### config.mk
export PLATFORM = sky130hd
export DESIGN_NAME = tag_ctrl_2way
export DESIGN_NICKNAME = d
export VERILOG_FILES = /design/src/rtl/tag_ctrl_2way.sv
export SDC_FILE = /design/constraint.sdc
export NUM_CORES = 1
export LEC_CHECK = 0
export ABC_AREA = 1
export BUFFER_PORTS_ARGS = -buffer_cell sky130_fd_sc_hd__buf_2
export CORE_MARGIN = 4
export CORE_UTILIZATION = 45
export DETAILED_ROUTE_END_ITERATION = 10
export HOLD_SLACK_MARGIN = 0.02
export PLACE_DENSITY = 0.73
export SYNTH_ARGS = -nofsm -noshare
export SYNTH_HDL_FRONTEND = slang
export SYNTH_SLANG_ARGS = --single-unit
### constraint.sdc
create_clock -name CK -period 2 [get_ports CK]
set_input_delay 0.1 -clock CK [delete_from_list [all_inputs] [get_ports CK]]
set_output_delay 0.1 -clock CK [all_outputs]
set_load 0.05 [all_outputs]
### src/rtl/tag_ctrl_2way.sv
`default_nettype none
// ============================================================================
// tag_ctrl_2way : lookup/fill/scrub sequencer for a 2-way x 32-set tag array
// Revision 1.0  : initial release
// ============================================================================
module tag_ctrl_2way #(
    parameter int ADDR_W = 32,
    parameter int OFF_W  = 4,
    parameter int IDX_W  = 5,
    parameter int TAG_W  = 23
) (
    input  logic              CK,
    input  logic              rst,
    input  logic              req_valid,
    output logic              req_ready,
    input  logic              req_op,
    input  logic [ADDR_W-1:0] req_addr,
    input  logic              req_way,
    input  logic              flush_req,
    output logic              resp_valid,
    output logic              resp_hit,
    output logic              resp_way,
    output logic              resp_victim,
    output logic              busy,
    output logic              ta_cs,
    output logic              ta_oe,
    output logic [1:0]        ta_web,
    output logic [IDX_W-1:0]  ta_a,
    output logic [TAG_W-1:0]  ta_di,
    input  logic [TAG_W-1:0]  ta_do0,
    input  logic [TAG_W-1:0]  ta_do1
);

    localparam int SETS = 2 ** IDX_W;

    typedef enum logic [1:0] {
        ST_SWEEP = 2'd0,
        ST_IDLE  = 2'd1,
        ST_CMP   = 2'd2
    } state_t;

    state_t             r_state;
    state_t             w_state_nxt;
    logic [IDX_W-1:0]   r_cnt;
    logic [IDX_W-1:0]   w_cnt_nxt;
    logic [SETS-1:0]    r_valid0;
    logic [SETS-1:0]    r_valid1;
    logic [SETS-1:0]    r_lru;
    logic [IDX_W-1:0]   r_idx;
    logic [TAG_W-1:0]   r_tag;

    logic               w_cap;
    logic               w_fill;
    logic               w_cmp;
    logic               w_clear;
    logic [IDX_W-1:0]   w_req_idx;
    logic [TAG_W-1:0]   w_req_tag;
    logic               w_accept;
    logic               w_hit0;
    logic               w_hit1;
    logic               w_hit;
    logic               w_hit_way;
    logic               w_cmp_victim;
    logic               w_fill_v0;
    logic               w_fill_v1;
    logic               w_fill_victim;
    logic               w_unused;

    assign w_req_idx = req_addr[OFF_W +: IDX_W];
    assign w_req_tag = req_addr[OFF_W + IDX_W +: TAG_W];
    assign w_unused  = ^req_addr[OFF_W-1:0];

    assign req_ready = (r_state == ST_IDLE) & ~flush_req;
    assign w_accept  = req_valid & req_ready;
    assign busy      = (r_state == ST_SWEEP);

    // Compare against the data returned for the address clocked in IDLE.
    assign w_hit0       = r_valid0[r_idx] & (ta_do0 == r_tag);
    assign w_hit1       = r_valid1[r_idx] & (ta_do1 == r_tag);
    assign w_hit        = w_hit0 | w_hit1;
    assign w_hit_way    = w_hit1 & ~w_hit0;
    assign w_cmp_victim = ~r_valid0[r_idx] ? 1'b0 :
                          ~r_valid1[r_idx] ? 1'b1 : r_lru[r_idx];

    // Victim reported for a fill reflects the set after the write lands.
    assign w_fill_v0     = r_valid0[w_req_idx] | ~req_way;
    assign w_fill_v1     = r_valid1[w_req_idx] |  req_way;
    assign w_fill_victim = ~w_fill_v0 ? 1'b0 :
                           ~w_fill_v1 ? 1'b1 : ~req_way;

    always_comb begin
        w_state_nxt = r_state;
        w_cnt_nxt   = r_cnt;
        w_cap       = 1'b0;
        w_fill      = 1'b0;
        w_cmp       = 1'b0;
        w_clear     = 1'b0;
        ta_cs       = 1'b0;
        ta_oe       = 1'b0;
        ta_web      = 2'b11;
        ta_a        = '0;
        ta_di       = '0;
        case (r_state)
            ST_SWEEP: begin
                ta_cs     = 1'b1;
                ta_web    = 2'b00;
                ta_a      = r_cnt;
                w_cnt_nxt = r_cnt + IDX_W'(1);
                if (r_cnt == IDX_W'(SETS - 1)) begin
                    w_state_nxt = ST_IDLE;
                end
            end
            ST_IDLE: begin
                if (flush_req) begin
                    w_state_nxt = ST_SWEEP;
                    w_cnt_nxt   = '0;
                    w_clear     = 1'b1;
                end else if (w_accept) begin
                    ta_cs = 1'b1;
                    ta_a  = w_req_idx;
                    if (!req_op) begin
                        ta_oe       = 1'b1;
                        w_cap       = 1'b1;
                        w_state_nxt = ST_CMP;
                    end else begin
                        ta_web = req_way ? 2'b01 : 2'b10;
                        ta_di  = w_req_tag;
                        w_fill = 1'b1;
                    end
                end
            end
            ST_CMP: begin
                w_cmp = 1'b1;
                if (flush_req) begin
                    w_state_nxt = ST_SWEEP;
                    w_cnt_nxt   = '0;
                    w_clear     = 1'b1;
                end else begin
                    w_state_nxt = ST_IDLE;
                end
            end
            default: begin
                w_state_nxt = ST_SWEEP;
                w_cnt_nxt   = '0;
                w_clear     = 1'b1;
            end
        endcase
    end

    always_ff @(posedge CK) begin
        if (rst) begin
            r_state     <= ST_SWEEP;
            r_cnt       <= '0;
            r_valid0    <= '0;
            r_valid1    <= '0;
            r_lru       <= '0;
            r_idx       <= '0;
            r_tag       <= '0;
            resp_valid  <= 1'b0;
            resp_hit    <= 1'b0;
            resp_way    <= 1'b0;
            resp_victim <= 1'b0;
        end else begin
            r_state    <= w_state_nxt;
            r_cnt      <= w_cnt_nxt;
            resp_valid <= 1'b0;
            if (w_cap) begin
                r_idx <= w_req_idx;
                r_tag <= w_req_tag;
            end
            if (w_fill) begin
                if (req_way) begin
                    r_valid1[w_req_idx] <= 1'b1;
                end else begin
                    r_valid0[w_req_idx] <= 1'b1;
                end
                r_lru[w_req_idx] <= ~req_way;
                resp_valid       <= 1'b1;
                resp_hit         <= 1'b0;
                resp_way         <= req_way;
                resp_victim      <= w_fill_victim;
            end
            if (w_cmp) begin
                resp_valid  <= 1'b1;
                resp_hit    <= w_hit;
                resp_way    <= w_hit_way;
                resp_victim <= w_cmp_victim;
                if (w_hit) begin
                    r_lru[r_idx] <= ~w_hit_way;
                end
            end
            // A flush overrides any LRU touch made on the same edge.
            if (w_clear) begin
                r_valid0 <= '0;
                r_valid1 <= '0;
                r_lru    <= '0;
            end
        end
    end

endmodule
`default_nettype wire

==> results.txt, run 1 <==
Max_cap viols = 0
Synthesis Warnings = 0
Worst Tran Pin Value = 601 ps
Crit. End Element = flip-flop
Nets = 1,540
#FFs+latches synth = 135
Final design instance area without fill = 10,800 sq um
Diodes inserted = 0
CTS tree = built
Maximum VDD drop = 0.000563 V
Drt drc = 0
Buffers on Ports = 117
Row Count = 47
Layout cells sized above 1 = 0.258
CP delay by family, top = simple AND/OR/NAND/NOR gates
Routed length per instance = 16.1 microns
Failing checks = setup timing
Status = finished with violations
Setup violators final = 18
GPL Wtd Cong = 0.929
Reg power frac = 0.373
Clk Latency, worst-skew pair = 430 ps
Post-synth top area cell = dfxtp_1
DP HPWL = 18.3 mm
Vias per cell = 5.41
Synthesized area = 7750 sq um
Detailed Route WL = 27.1 mm
CP max FO = 8
Switching power share of the total = 0.279
Mapped Cells = 1,244
CP arrival = 2430 ps
Setup TNS Final = -413 ps
Top cells by area, synth = dfxtp_1 (35%), nand2_1 (19%), nor2_1 (10%)
Crit-path cells = buf_12 -> inv_8 -> clkbuf_16 -> nand2_1 -> nand2_1 -> nand2_1 -> nand2_1 -> nand2_1 -> nand2_2 -> nor2_2 -> nand2_2 -> nand2_4 -> inv_6 -> buf_4 -> nand3_1 -> nand3_1 -> a21oi_1
Top cell by count, worst path = nand2_1
Synth cell count leaders = nand2_1 (389), nor2_1 (209), dfxtp_1 (135)
Die Height = 139 microns
Clock root buffer = clkbuf_16
Clock skew = 8.22 ps
WHS = 43.6 ps
CP max stage delay = 340 ps
First-pass GRT wire length = 40.8 mm
Initial Util = 0.463
Clock sink count = 135
Clk pwr share = 0.454
Startpoint types = flip-flop
Final Hold Fails = 0
Bufs on Longest Clock Path = 2
Routed via count = 9,093
Fillers = 1,441
Antenna violations before repair = 0
Pre-CTS WS = -42.0 ps
Worst min path class = input pin to flip-flop
Tot GR Track Use = 0.258
Power, Total = 7.42 mW
Setup ws final = -80.9 ps
Distinct cells, synth = 38
Post-synth top area share = 0.349
Core ar. = 16,800 sq um
Peak Freq = 481 MHz
Initial DRC Count = 828
Relative slew slack = 0.599
Detail Route Antenna Nets = 0
Layout Utilization = 0.642
Final min period = 2080 ps
Number of flops mapped to enable cells by yosys = 0
Unrepaired setup endpoints after global routing = true
Vias in the first global route = 8,053
WP buf/inv = 5
Worst path slowest cell = dfxtp_2
Syn_nets = 1,334
Synth Flop Type = dfxtp_1
Comb pwr share = 0.173
Sequential-to-total area share from yosys stat = 0.349
Setup CP Type = flip-flop to flip-flop
Non-filler cells, final = 1,682
Fraction of registers with async set/reset = 0
Most common cell in the netlist = nand2_1
Die Wd = 139 microns
Ports = 122
Largest net degree at the start of global routing = 37
Syn-to-layout area delta = 38.8%
LEAKAGE = 4.82 nW
H-tree depth = 4
Detailed Routing Iterations Pass 1 = 6
Inst Count DP = 1,608
TritonCTS Buffers = 17
Cell Int Power = 5.35 mW
Fin. max-slew vios = 0
Syn avg cell area = 6.23 sq um
Overflow after GRT = 0
Clk slew on worst S/H paths = 60 ps
Switching pwr = 2.07 mW
Area after DPL = 9200 sq um
Total Die Area = 19,400 sq um
Pwr Density = 690 nW/um^2
Crit share post-route = 1.04
CP required = 2350 ps
power by group through the flow:
stage	registers (mW)	clock network, mW	logic (mW)
after global routing	2.77	3.52	1.37
after global placement	2.82	0	1.06
after floorplan	2.82	0	0.672
after CTS	2.76	3.40	1.15
final	2.77	3.37	1.28
after detailed placement	2.82	0	1.07
cells in the final DEF, fill, tap and decap left out, types with 5 or more instances in the layout:
cell,n
a21oi_1,106
a21oi_2,11
a22oi_1,19
buf_12,16
buf_2,109
buf_4,68
buf_6,16
clkbuf_16,20
clkinvlp_4,5
dfxtp_1,132
dlygate4sd3_1,23
inv_1,97
inv_2,7
nand2_1,372
nand2_2,14
nand2_4,9
nand3_1,30
nand4_1,10
nor2_1,184
nor2_2,18
nor2_4,15
nor3_1,20
nor3_4,7
nor4_1,6
o21ai_0,50
o21ai_1,7
o21ai_2,16
xnor2_1,13
what timing repair did:
action | CTS | global route
setup endpoints to repair | 50 | 108
endpoints found under the hold margin | 26 | 0
gates resized for setup | 28 | 93
setup buffers | 6 | 6
pin swaps | 4 | 26
hold buffers | 23 | 0
gates cloned | 1 | 7
layer usage:
layer	share of wire	GRT usage
met1	0.41	0.341
met4	0.043	0.106
met2	0.46	0.417
met3	0.091	0.0487
met5	0	0
final timing paths:
| path | from | endpoint | slack [ps] | depth (start not counted) |
|---|---|---|---|---|
| setup / recovery | r_idx[0] | r_lru[6] | -80 | 17 |
| hold / removal | req_addr[20] | r_tag[11] | 40 | 3 |
| setup reg to reg | r_idx[0] | r_lru[6] | -80 | 17 |
| hold reg to reg | r_valid0[20] | r_valid0[20] | 460 | 2 |
logic make-up (layout without fill, tap and decap cells):
logic type      count (synthesis)  count (layout)  share of synthesized area
simple gates                  698             702                      0.379
fa+ha+maj                       6               6                    0.00968
xor+xnor                       16              16                     0.0181
compound gates                218             218                      0.149
flops                         135             135                      0.349
buf+inv                       171             385                     0.0959
state kept, by name (all words and copies together) (netlist names):
register     flops
r_lru           32
r_valid0        32
r_valid1        32
r_tag           23
r_cnt            5
r_idx            5
r_state          2
resp_hit         1
resp_valid       1
resp_victim      1
resp_way         1
final cells by class:
cell class / count / area (sq um) / area share
Clock buffer: 19 / 453 / 0.0421
Multi-Input combinational cell: 942 / 4750 / 0.441
Timing Repair Buffer: 239 / 1930 / 0.180
Inverter: 115 / 464 / 0.0432
Clock inverter: 12 / 176 / 0.0164
Sequential cell: 135 / 2710 / 0.252
Tap cell: 220 / 275 / 0.0256
tightest hold or removal path, delay by kind of cell:
kind	cells	cell delay [ps]
compound gates	2	230
buf+inv	1	110
Note: power is estimated with default switching activity, not from simulation.
==> run 2: changes to the inputs <==
--- a/config.mk
+++ b/config.mk
@@ -12,6 +12,7 @@
 export DETAILED_ROUTE_END_ITERATION = 10
 export HOLD_SLACK_MARGIN = 0.02
 export PLACE_DENSITY = 0.73
+export SETUP_SLACK_MARGIN = 0.05
 export SYNTH_ARGS = -nofsm -noshare
 export SYNTH_HDL_FRONTEND = slang
 export SYNTH_SLANG_ARGS = --single-unit
==> run 2 against run 1 <==
  * Via count down 1.8%
  * The flow still finishes with violations (setup timing)
  * Routed wire length up 0.40%
  * Critical endpoint is now r_lru[13]
  * Global-route usage up 0.21 points
  * Die area unchanged
  * Cell area up 0.29%
  * Register-to-register slack about the same
  * Largest power group unchanged
  * Critical path depth unchanged
  * Flip-flop and latch count unchanged
  * Maximum frequency down 0.44%
==> results.txt, run 2 (synthesized netlist as in run 1, its figures left out) <==
Startpoint types = flip-flop
WHS Path Cells = 3
Die Height = 139 microns
Worst min path class = input pin to flip-flop
Pre-CTS WS = -71.1 ps
Total Die Area = 19,400 sq um
Clock skew = 7.46 ps
R2R setup slack = -90 ps
Layout cells sized above 1 = 0.274
Routed length per instance = 16.2 microns
Bufs on Longest Clock Path = 2
Commonest non-fill, non-tap cell in the layout = nand2_1
Overflow after GRT = 0
Detailed Route WL = 27.2 mm
Row Count = 47
Tot GR Track Use = 0.260
Max_cap viols = 0
Worst reg2reg path startpoint = r_idx[0]
TritonCTS Buffers = 17
Worst Hold Launch = req_addr[31]
Initial Util = 0.463
Detail Route Antenna Nets = 0
Nets = 1,537
Clock root buffer = clkbuf_16
Top flop regs = r_lru x32, r_valid0 x32, r_valid1 x32
CP max FO = 8
Setup CP Type = flip-flop to flip-flop
Final Hold Fails = 0
FF-to-FF End = r_lru[13]
Maximum VDD drop = 0.000747 V
Die Wd = 139 microns
CTS tree = built
Diodes inserted = 0
Vias per cell = 5.32
Drt drc = 0
Crit share post-route = 1.05
Syn-to-layout area delta = 39.2%
Power, Total = 7.17 mW
Clk slew on worst S/H paths = 60 ps
Routed via count = 8,930
Detailed Routing Iterations Pass 1 = 6
H-tree depth = 4
Core ar. = 16,800 sq um
Relative slew slack = 0.564
Final min period = 2090 ps
Final design instance area without fill = 10,800 sq um
Setup violators final = 29
Most frequent cells in the layout = nand2_1 (368), nor2_1 (160), dfxtp_1 (132)
LEAKAGE = 4.80 nW
Initial DRC Count = 949
GPL Wtd Cong = 0.983
Worst r2r path cells = 17
Crit. End Element = flip-flop
Status = finished with violations
CP arrival = 2400 ps
Clock sink count = 135
Antenna violations before repair = 0
Unrepaired setup endpoints after global routing = true
Area after DPL = 9200 sq um
Setup ws final = -90.1 ps
Pwr Density = 664 nW/um^2
Peak Freq = 478 MHz
Ports = 122
Worst Tran Pin Value = 652 ps
Vias in the first global route = 8,268
Largest net degree at the start of global routing = 40
First-pass GRT wire length = 41.3 mm
CP required = 2310 ps
Hold path endpoint = r_tag[22]
Buffers on Ports = 117
Fin. max-slew vios = 0
Failing checks = setup timing
DP HPWL = 18.1 mm
Clk Latency, worst-skew pair = 420 ps
==> run 2: changes by cell type in the layout (fill, tap and decap cells not counted), sizes merged <==
cell      change
nand2         -4
clkinvlp      -3
clkbuf       +11
clkinv        +1
bufbuf        -1
buf           -4
bufinv        -2
==> run 2: worst max-delay path, cell delays in order, from the launching register on <==
cell,delay [ps]
dfxtp_4,350
buf_12,140
inv_8,90
clkbuf_16,170
nand2_1,50
nand2_1,50
nand2_1,40
nand2_1,110
nand2_1,70
nand2_1,80
nor2_2,40
nand2_2,90
nand2_4,90
nand2_8,120
buf_12,140
nand3_2,80
o21ai_1,180
nor2_1,60
==> run 2: routing by layer <==
layer | GRT usage | share of wire | up-vias
met4 | 0.0932 | 0.038 | 0
met5 | 0 | 0 | -
met2 | 0.434 | 0.47 | 460
met1 | 0.328 | 0.40 | 4014
met3 | 0.0652 | 0.090 | 96
li1 | - | - | 4360
==> run 2: final cells by class <==
class                   count  area (sq um)
clock inverters             8          95.1
well taps                 220           275
flip-flops and latches    135          2710
multi-input cells         938          4800
repair buffers            240          1950
inverters                 115           464
fillers                  1437          5970
clock buffers              24           492
==> run 2: where the power goes <==
| group | switching (mW) | total, mW | internal (mW) |
|---|---|---|---|
| sequential | 0.0364 | 2.77 | 2.73 |
| clock | 1.17 | 3.13 | 1.96 |
| combinational | 0.816 | 1.27 | 0.453 |
==> run 2: timing repair <==
action	4_1_cts	5_1_grt
endpoints found under the setup margin	105	114
gates resized for setup	43	101
endpoints found under the hold margin	25	0
hold buffers	23	0
cloned	0	8
pin swaps	6	18
setup buffers	6	8
==> run 2: how the worst max path moves through the flow <==
stage,cells past startpoint,slack (ps),end,from
global placement,11,4,r_tag[0],r_state[1]
finish,17,-90,r_lru[13],r_idx[0]
detailed placement,11,-70,r_tag[12],r_state[1]
CTS,11,40,r_lru[7],r_state[0]
global route,10,-180,r_lru[13],r_idx[0]
floorplan,7,-140,ta_a[0],r_state[1]
==> run 2: stage by stage <==
stage                util  instances  setup TNS [ps]  hold slack (ps)
floorplan               -       1244            -934              162
global placement    0.549       1603               0              340
detailed placement  0.549       1603           -1020              345
CTS                 0.608       1664               0             25.2
global route        0.644       1680           -2930             57.5
finish              0.644       1680            -679             28.2
